<file path="config.mk">
export PLATFORM = sky130hd
export DESIGN_NAME = mops_sdo_responder_flat
export DESIGN_NICKNAME = d
export VERILOG_FILES = /design/src/rtl/mops_sdo_responder_pkg.sv /design/src/rtl/mops_sdo_responder_if.sv /design/src/rtl/mops_sdo_responder_frame_builder.sv /design/src/rtl/mops_sdo_responder.sv /design/src/flat_wrapper.sv
export SDC_FILE = /design/constraint.sdc
export NUM_CORES = 1
export LEC_CHECK = 0
export ABC_AREA = 1
export BUFFER_PORTS_ARGS = -buffer_cell sky130_fd_sc_hd__buf_2
export CAP_MARGIN = 20
export CELL_PAD_IN_SITES_DETAIL_PLACEMENT = 0
export CELL_PAD_IN_SITES_GLOBAL_PLACEMENT = 1
export CORE_UTILIZATION = 38
export CTS_BUF_LIST = sky130_fd_sc_hd__clkbuf_8
export DETAILED_ROUTE_END_ITERATION = 10
export GPL_TIMING_DRIVEN = 0
export PLACE_DENSITY_LB_ADDON = 0.05
export SLEW_MARGIN = 20
export SYNTH_ARGS = -nofsm -noshare
export SYNTH_HDL_FRONTEND = slang
export SYNTH_SLANG_ARGS = --single-unit
</file>
<file path="constraint.sdc">
create_clock -name clk_40_m -period 2.4 [get_ports clk_40_m]
set_clock_uncertainty 0.15 [all_clocks]
set_input_delay 0 -clock clk_40_m [delete_from_list [all_inputs] [get_ports clk_40_m]]
set_output_delay 0 -clock clk_40_m [all_outputs]
set_load 0.1 [all_outputs]
</file>
<file path="src/rtl/mops_sdo_responder_pkg.sv">
// Shared types and constants for the MOPS-side CANopen SDO responder.
// Frame layout: [75:65] COB-ID, [64] RTR, [63:0] bytes 0..7 with byte0 in the top byte.
package mops_sdo_pkg;

    typedef enum logic [2:0] {
        BOOT,
        IDLE,
        DECODE,
        ADC_WAIT,
        DELAY,
        SEND
    } sdo_state_t;

    typedef enum logic [1:0] {
        FRAME_BOOT,
        FRAME_UPLOAD,
        FRAME_ABORT
    } frame_kind_t;

    localparam int FRAME_W  = 76;
    localparam int COB_MSB  = 75;
    localparam int COB_LSB  = 65;
    localparam int RTR_BIT  = 64;
    localparam int DATA_MSB = 63;

    localparam logic [10:0] COB_REQ_BASE  = 11'h600;
    localparam logic [10:0] COB_RESP_BASE = 11'h580;
    localparam logic [10:0] COB_BOOT_BASE = 11'h700;

    localparam logic [15:0] ADC_INDEX = 16'h2400;

    localparam logic [7:0] CS_UPLOAD_REQ  = 8'h40;
    localparam logic [7:0] CS_UPLOAD_RESP = 8'h43;
    localparam logic [7:0] CS_ABORT       = 8'h80;

    localparam logic [31:0] ABORT_BAD_CS      = 32'h0504_0001;
    localparam logic [31:0] ABORT_NO_OBJECT   = 32'h0602_0000;
    localparam logic [31:0] ABORT_BAD_SUB     = 32'h0609_0011;
    localparam logic [31:0] ABORT_ADC_TIMEOUT = 32'h0800_0000;

    function automatic logic [10:0] cob_id(input logic [10:0] base, input logic [6:0] node);
        return base + {4'h0, node};
    endfunction

    function automatic logic [7:0] data_byte(input logic [63:0] data, input int n);
        return data[DATA_MSB - 8*n -: 8];
    endfunction

endpackage

</file>
<file path="src/rtl/mops_sdo_responder_if.sv">
// Request/response frame bus plus ADC sample handshake of one SDO responder.
interface mops_sdo_responder_if;
    import mops_sdo_pkg::*;

    logic [FRAME_W-1:0] rx_frame;
    logic               rx_valid;
    logic [FRAME_W-1:0] tx_frame;
    logic               tx_valid;
    logic               tx_ready;
    logic               adc_req;
    logic [5:0]         adc_sel;
    logic [11:0]        adc_data;
    logic               adc_ack;
    logic               busy;
    logic               rx_drop;

    modport slave (
        input  rx_frame, rx_valid, tx_ready, adc_data, adc_ack,
        output tx_frame, tx_valid, adc_req, adc_sel, busy, rx_drop
    );

    modport master (
        output rx_frame, rx_valid, tx_ready, adc_data, adc_ack,
        input  tx_frame, tx_valid, adc_req, adc_sel, busy, rx_drop
    );

endinterface

</file>
<file path="src/rtl/mops_sdo_responder_frame_builder.sv">
// Combinational packing of boot-up, upload and abort frames from latched request fields.
module sdo_frame_builder
    import mops_sdo_pkg::*;
#(
    parameter logic [6:0] NODE_ID = 7'h00
) (
    input  frame_kind_t        kind,
    input  logic [15:0]        index,
    input  logic [7:0]         sub,
    input  logic [11:0]        adc_data,
    input  logic [31:0]        abort_code,
    output logic [FRAME_W-1:0] frame
);

    logic [7:0]  byte_arr [8];
    logic [10:0] cob;
    logic [63:0] data;

    always_comb begin
        cob = cob_id(COB_RESP_BASE, NODE_ID);
        for (int i = 0; i < 8; i++) begin
            byte_arr[i] = 8'h00;
        end
        case (kind)
            FRAME_BOOT: begin
                cob = cob_id(COB_BOOT_BASE, NODE_ID);
            end
            FRAME_UPLOAD: begin
                byte_arr[0] = CS_UPLOAD_RESP;
                byte_arr[1] = index[7:0];
                byte_arr[2] = index[15:8];
                byte_arr[3] = sub;
                byte_arr[4] = adc_data[7:0];
                byte_arr[5] = {4'h0, adc_data[11:8]};
            end
            FRAME_ABORT: begin
                byte_arr[0] = CS_ABORT;
                byte_arr[1] = index[7:0];
                byte_arr[2] = index[15:8];
                byte_arr[3] = sub;
                byte_arr[4] = abort_code[7:0];
                byte_arr[5] = abort_code[15:8];
                byte_arr[6] = abort_code[23:16];
                byte_arr[7] = abort_code[31:24];
            end
            default: ;
        endcase
    end

    generate
        for (genvar gi = 0; gi < 8; gi++) begin : g_bytes
            assign data[DATA_MSB - 8*gi -: 8] = byte_arr[gi];
        end
    endgenerate

    assign frame = {cob, 1'b0, data};

endmodule

</file>
<file path="src/rtl/mops_sdo_responder.sv">
// MOPS-side SDO responder: boot-up after reset, ADC upload answers or abort frames
// released a fixed delay after request acceptance.
module mops_sdo_responder
    import mops_sdo_pkg::*;
#(
    parameter logic [6:0]  NODE_ID     = 7'h00,
    parameter logic [5:0]  N_ADC       = 6'd35,
    parameter logic [7:0]  RESP_DELAY  = 8'd16,
    parameter logic [11:0] ADC_TIMEOUT = 12'd1024
) (
    input logic                clk_40_m,
    input logic                rst,
    mops_sdo_responder_if.slave sdo
);

    sdo_state_t         state_reg;
    logic               tx_valid_reg;
    logic [FRAME_W-1:0] tx_frame_reg;
    logic               adc_req_reg;
    logic [5:0]         adc_sel_reg;
    logic               busy_reg;
    logic               rx_drop_reg;
    logic [7:0]         cs_reg;
    logic [15:0]        index_reg;
    logic [7:0]         sub_reg;
    logic [11:0]        adc_data_reg;
    logic               abort_reg;
    logic [31:0]        abort_code_reg;
    logic [7:0]         dly_cnt_reg;
    logic [11:0]        to_cnt_reg;

    logic               rx_match;
    logic               dly_done;
    frame_kind_t        frame_kind;
    logic [FRAME_W-1:0] built_frame;

    assign rx_match = sdo.rx_valid
                   && (sdo.rx_frame[COB_MSB:COB_LSB] == cob_id(COB_REQ_BASE, NODE_ID))
                   && !sdo.rx_frame[RTR_BIT];

    // dly_cnt_reg holds the number of edges since the accepting edge minus one
    assign dly_done = (dly_cnt_reg >= RESP_DELAY - 8'd1);

    assign frame_kind = (state_reg == BOOT) ? FRAME_BOOT
                      : (abort_reg ? FRAME_ABORT : FRAME_UPLOAD);

    sdo_frame_builder #(
        .NODE_ID (NODE_ID)
    ) u_frame_builder (
        .kind       (frame_kind),
        .index      (index_reg),
        .sub        (sub_reg),
        .adc_data   (adc_data_reg),
        .abort_code (abort_code_reg),
        .frame      (built_frame)
    );

    always_ff @(posedge clk_40_m) begin
        if (!rst) begin
            state_reg      <= BOOT;
            tx_valid_reg   <= 1'b0;
            tx_frame_reg   <= '0;
            adc_req_reg    <= 1'b0;
            adc_sel_reg    <= '0;
            busy_reg       <= 1'b0;
            rx_drop_reg    <= 1'b0;
            cs_reg         <= '0;
            index_reg      <= '0;
            sub_reg        <= '0;
            adc_data_reg   <= '0;
            abort_reg      <= 1'b0;
            abort_code_reg <= '0;
            dly_cnt_reg    <= '0;
            to_cnt_reg     <= '0;
        end else begin
            rx_drop_reg <= rx_match && (state_reg != IDLE);
            if (dly_cnt_reg != 8'hFF) begin
                dly_cnt_reg <= dly_cnt_reg + 8'd1;
            end

            case (state_reg)
                BOOT: begin
                    if (tx_valid_reg && sdo.tx_ready) begin
                        tx_valid_reg <= 1'b0;
                        busy_reg     <= 1'b0;
                        state_reg    <= IDLE;
                    end else begin
                        busy_reg <= 1'b1;
                        if (!tx_valid_reg) begin
                            tx_valid_reg <= 1'b1;
                            tx_frame_reg <= built_frame;
                        end
                    end
                end

                IDLE: begin
                    busy_reg <= 1'b0;
                    if (rx_match) begin
                        cs_reg         <= data_byte(sdo.rx_frame[DATA_MSB:0], 0);
                        index_reg      <= {data_byte(sdo.rx_frame[DATA_MSB:0], 2),
                                           data_byte(sdo.rx_frame[DATA_MSB:0], 1)};
                        sub_reg        <= data_byte(sdo.rx_frame[DATA_MSB:0], 3);
                        adc_data_reg   <= '0;
                        abort_reg      <= 1'b0;
                        abort_code_reg <= '0;
                        dly_cnt_reg    <= '0;
                        busy_reg       <= 1'b1;
                        state_reg      <= DECODE;
                    end
                end

                DECODE: begin
                    state_reg <= DELAY;
                    if (cs_reg != CS_UPLOAD_REQ) begin
                        abort_reg      <= 1'b1;
                        abort_code_reg <= ABORT_BAD_CS;
                    end else if (index_reg != ADC_INDEX) begin
                        abort_reg      <= 1'b1;
                        abort_code_reg <= ABORT_NO_OBJECT;
                    end else if (sub_reg >= {2'b00, N_ADC}) begin
                        abort_reg      <= 1'b1;
                        abort_code_reg <= ABORT_BAD_SUB;
                    end else begin
                        adc_req_reg <= 1'b1;
                        adc_sel_reg <= sub_reg[5:0];
                        to_cnt_reg  <= '0;
                        state_reg   <= ADC_WAIT;
                    end
                end

                ADC_WAIT: begin
                    // an ack arriving on the timeout cycle still counts as a sample
                    if (sdo.adc_ack) begin
                        adc_data_reg <= sdo.adc_data;
                        adc_req_reg  <= 1'b0;
                        state_reg    <= DELAY;
                    end else if (to_cnt_reg >= ADC_TIMEOUT - 12'd1) begin
                        adc_req_reg    <= 1'b0;
                        abort_reg      <= 1'b1;
                        abort_code_reg <= ABORT_ADC_TIMEOUT;
                        state_reg      <= DELAY;
                    end else begin
                        to_cnt_reg <= to_cnt_reg + 12'd1;
                    end
                end

                DELAY: begin
                    if (dly_done) begin
                        tx_valid_reg <= 1'b1;
                        tx_frame_reg <= built_frame;
                        state_reg    <= SEND;
                    end
                end

                SEND: begin
                    if (sdo.tx_ready) begin
                        tx_valid_reg <= 1'b0;
                        busy_reg     <= 1'b0;
                        state_reg    <= IDLE;
                    end
                end

                default: begin
                    state_reg <= BOOT;
                end
            endcase
        end
    end

    assign sdo.tx_frame = tx_frame_reg;
    assign sdo.tx_valid = tx_valid_reg;
    assign sdo.adc_req  = adc_req_reg;
    assign sdo.adc_sel  = adc_sel_reg;
    assign sdo.busy     = busy_reg;
    assign sdo.rx_drop  = rx_drop_reg;

endmodule

</file>
<file path="src/flat_wrapper.sv">
// flat-port wrapper written by rule: the top's interface ports become plain ports
module mops_sdo_responder_flat import mops_sdo_pkg::*;
#(
    parameter logic [6:0]  NODE_ID     = 7'h00,
    parameter logic [5:0]  N_ADC       = 6'd35,
    parameter logic [7:0]  RESP_DELAY  = 8'd16,
    parameter logic [11:0] ADC_TIMEOUT = 12'd1024
)
  (clk_40_m, rst, sdo_rx_frame, sdo_rx_valid, sdo_tx_ready, sdo_adc_data, sdo_adc_ack, sdo_tx_frame, sdo_tx_valid, sdo_adc_req, sdo_adc_sel, sdo_busy, sdo_rx_drop);
  mops_sdo_responder_if sdo_i ();
  input logic clk_40_m;
  input logic rst;
  input wire logic [$bits(sdo_i.rx_frame)-1:0] sdo_rx_frame;
  input wire logic [$bits(sdo_i.rx_valid)-1:0] sdo_rx_valid;
  input wire logic [$bits(sdo_i.tx_ready)-1:0] sdo_tx_ready;
  input wire logic [$bits(sdo_i.adc_data)-1:0] sdo_adc_data;
  input wire logic [$bits(sdo_i.adc_ack)-1:0] sdo_adc_ack;
  output wire logic [$bits(sdo_i.tx_frame)-1:0] sdo_tx_frame;
  output wire logic [$bits(sdo_i.tx_valid)-1:0] sdo_tx_valid;
  output wire logic [$bits(sdo_i.adc_req)-1:0] sdo_adc_req;
  output wire logic [$bits(sdo_i.adc_sel)-1:0] sdo_adc_sel;
  output wire logic [$bits(sdo_i.busy)-1:0] sdo_busy;
  output wire logic [$bits(sdo_i.rx_drop)-1:0] sdo_rx_drop;
  assign sdo_i.rx_frame = sdo_rx_frame;
  assign sdo_i.rx_valid = sdo_rx_valid;
  assign sdo_i.tx_ready = sdo_tx_ready;
  assign sdo_i.adc_data = sdo_adc_data;
  assign sdo_i.adc_ack = sdo_adc_ack;
  assign sdo_tx_frame = sdo_i.tx_frame;
  assign sdo_tx_valid = sdo_i.tx_valid;
  assign sdo_adc_req = sdo_i.adc_req;
  assign sdo_adc_sel = sdo_i.adc_sel;
  assign sdo_busy = sdo_i.busy;
  assign sdo_rx_drop = sdo_i.rx_drop;
  mops_sdo_responder #(.NODE_ID(NODE_ID), .N_ADC(N_ADC), .RESP_DELAY(RESP_DELAY), .ADC_TIMEOUT(ADC_TIMEOUT)) u_core (.clk_40_m(clk_40_m), .rst(rst), .sdo(sdo_i));
endmodule
</file>
==> results.sh <==
export IMPL_status="completed"
export IMPL_final_min_clock_period_ns=2.246
export IMPL_clk_latency_ns=0.45
export IMPL_path_class="reg2reg"
export IMPL_synth_cells=775
export IMPL_ys_seq_elements=132
export IMPL_tns_ns=0
export IMPL_dp_hpwl_um=11960
export IMPL_period_share_pct=93.58
export IMPL_track_usage_pct=21.78
export IMPL_crit_path_end="u_core.adc_data_reg[3]"
export IMPL_vias=5662
export IMPL_fmax_mhz=445.3
export IMPL_setup_viol=0
export IMPL_crit_path_max_incr_delay_ns=0.59
export IMPL_numPortBuffers=121
export IMPL_antenna_found_initial=0
export IMPL_r2r_slack_ns=0.15
export IMPL_grt_pass1_vias=5577
export IMPL_yosys_warnings=0
export IMPL_drive_above_1_share_pct=23.72
export IMPL_layout_commonest_cell="nand2_1"
export IMPL_dieWidth_um=125.7
export IMPL_cts_buffers=17
export IMPL_setup_worst_path_start="u_core.state_reg[0]"
export IMPL_ir_drop_uv=428.7
export IMPL_async_flop_share_pct=0
export IMPL_gp_congestion=0.8128
export IMPL_place_area_um2=6739
export IMPL_wirelength_um=16450
export IMPL_wl_per_cell_um=13.75
export IMPL_dpl_cell_count=1103
export IMPL_slew_violations=0
export IMPL_diodes=0
export IMPL_busiest_layer="met2"
export IMPL_cts_root_buf="clkbuf_8"
export IMPL_yosysSeqAreaShare_pct=45.43
export IMPL_viasPerCell=4.734
export IMPL_dr_pass1_iters=5
export IMPL_use_met3_pct=4.078
export IMPL_grt_pass1_wl_um=26990
export IMPL_initial_utilization_pct=39.43
export IMPL_grtUsageMet1_pct=27.38
export IMPL_drt_iter0_markers=316
export IMPL_synthFlopType="dfxtp_1"
export IMPL_synth_cell_type_count=41
export IMPL_drtAntennaViolNets=0
export IMPL_ioPinCount=179
export IMPL_most_common_layout_cells="148 x nand2_1, 130 x dfxtp_1, 127 x buf_2"
export IMPL_rows=44
export IMPL_die_h_um=125.7
export IMPL_area_growth_pct=34.20
export IMPL_coreArea_um2=14750
export IMPL_worst_pin_slew_ns=0.6902
export IMPL_final_cells=1196
export IMPL_synthesis_area_um2=5817
export IMPL_powerDensity_nw_per_um2=763.1
export IMPL_final_nets=1094
export IMPL_arrival_ns=2.46
export IMPL_cts_buffer_depth=2
export IMPL_r2r_start="u_core.state_reg[0]"
export IMPL_hold_viol_final=0
export IMPL_dpl_worst_slack_ns=0.1397
export IMPL_slew_headroom_pct=53.99
export IMPL_cts_htree_levels=4
export IMPL_cp_depth=12
export IMPL_synth_edf_count=0
export IMPL_stdcell_area_um2=7806
export IMPL_timing_rr_end="u_core.adc_data_reg[3]"
export IMPL_worst_path_max_delay_cell="dlygate4sd3_1"
export IMPL_syn_avg_cell_area_um2=7.506
export IMPL_crit_family="buffers and inverters"
export IMPL_path_cells="inv_2, nor2_4, inv_2, nor2_4, inv_2, nor2_8, inv_4, nand2_4, buf_6, nand3_1, dlygate4sd3_1, a21oi_2"
export IMPL_worstHoldPathType="in2reg"
export IMPL_route_detailed_drc=0
export IMPL_critPathBufInv=6
export IMPL_path_clk_slew_ns=0.07
export IMPL_dieArea_um2=15810
export IMPL_rr_worst_depth=12
export IMPL_grt_ovfl_total=0
export IMPL_cts_tree="built"
export IMPL_grt_met2_usage_pct=36.99
export IMPL_critPathLaunchType="flop"
export IMPL_worstPathMaxFanout=10
export IMPL_cap_violations=0
export IMPL_whs_ns=0.1719
export IMPL_rsz0062_at_grt="no"
export IMPL_finalWorstSetupSlack_ns=0.1541
export IMPL_p_leak_nw=3.463
export IMPL_cts_sinks=132
export IMPL_largest_reg_flops=47
export IMPL_cp_common_cell="inv_2"
export IMPL_grt_max_degree=17
export IMPL_end_kind="flop"
export IMPL_worst_endpoint_required_ns=2.62
[timing repair]
| item | 4_1_cts | 5_1_grt |
|---|---|---|
| hold buffers | 60 | 0 |
| gates resized for setup | 0 | 4 |
| endpoints found under the setup margin | 0 | 21 |
| setup buffers | 0 | 1 |
| endpoints found under the hold margin | 54 | 0 |
[cells in the mapped netlist, types with 2 or more instances]
| cell | instances | area share [%] |
|---|---|---|
| a21oi_1 | 84 | 7.2 |
| nand3_1 | 68 | 5.9 |
| a31oi_1 | 2 | 0.22 |
| nor2_1 | 121 | 7.8 |
| nand2_2 | 3 | 0.32 |
| nor2_4 | 4 | 0.77 |
| inv_2 | 10 | 0.65 |
| ha_1 | 2 | 0.43 |
| a211oi_1 | 15 | 1.9 |
| nand3b_1 | 2 | 0.26 |
| xor2_1 | 6 | 0.90 |
| nor3_1 | 6 | 0.52 |
| o21ai_0 | 33 | 2.8 |
| nand2_4 | 2 | 0.39 |
| buf_6 | 7 | 1.4 |
| dfxtp_1 | 132 | 45 |
| nand4_1 | 4 | 0.43 |
| nor3_2 | 2 | 0.34 |
| a21oi_2 | 5 | 0.75 |
| a211oi_2 | 2 | 0.43 |
| clkbuf_1 | 15 | 0.97 |
| inv_1 | 39 | 2.5 |
| nand3_2 | 2 | 0.34 |
| nor2_2 | 3 | 0.32 |
| buf_4 | 35 | 4.5 |
| nor2_8 | 2 | 0.69 |
| nand2_1 | 149 | 9.6 |
| xnor2_1 | 2 | 0.30 |
| buf_2 | 6 | 0.52 |
[stage by stage]
step           power, W  utilization, %
3_5_place_dp   0.003803           45.68
6_report       0.005957           52.91
3_3_place_gp   0.003791           45.68
4_1_cts        0.005997           52.80
5_1_grt        0.006236           52.91
2_1_floorplan  0.003490               -
[where the power goes]
| part | internal (W) | switching, W | total, W |
|---|---|---|---|
| Sequential | 0.00227 | 0.0000647 | 0.00234 |
| Clock | 0.00127 | 0.000861 | 0.00213 |
| Combinational | 0.000400 | 0.00109 | 0.00149 |
[routing by layer]
metal  share of wire (%)  vias up
met1                  47     2581
met4                 1.6        0
li1                    -     2931
met5                   0        -
met3                 3.8       20
met2                  48      130
[cell families after synthesis]
family / after synthesis / share of synthesized area (%)
simple gates: 372 / 28.22
compound gates: 145 / 13.90
flops: 132 / 45.43
buf+inv: 115 / 10.76
xor+xnor: 8 / 1.205
fa+ha+maj: 2 / 0.4301
other cells: 1 / 0.06447
[worst min path at each step]
stage                startpoint  depth (start not counted)                      to  slack [ns]
2_1_floorplan   sdo_adc_data[0]                          2  u_core.adc_data_reg[0]       -0.02
3_3_place_gp    sdo_adc_data[5]                          3  u_core.adc_data_reg[5]        0.08
3_5_place_dp   sdo_rx_frame[47]                          3    u_core.index_reg[15]        0.09
4_1_cts        sdo_rx_frame[67]                          8    u_core.index_reg[15]        0.11
5_1_grt        sdo_rx_frame[54]                          4     u_core.index_reg[6]        0.17
6_report       sdo_rx_frame[53]                          4     u_core.index_reg[5]        0.17
[worst min-delay path, cell delays in order]
cell	delay [ns]
dlygate4sd3_1	0.52
buf_2	0.10
nor2_1	0.04
nor2_1	0.08
[layout make-up]
cell class / count / area (um2)
repair buffers: 182 / 1214
flip-flops and latches: 132 / 2645
inverters: 51 / 193.9
plain buffers: 64 / 431.7
well taps: 184 / 230.2
multi-input cells: 551 / 2641
clock inverters: 13 / 188.9
clock buffers: 19 / 261.5
fillers: 1521 / 6948
Power figures use the tool's default switching activity.
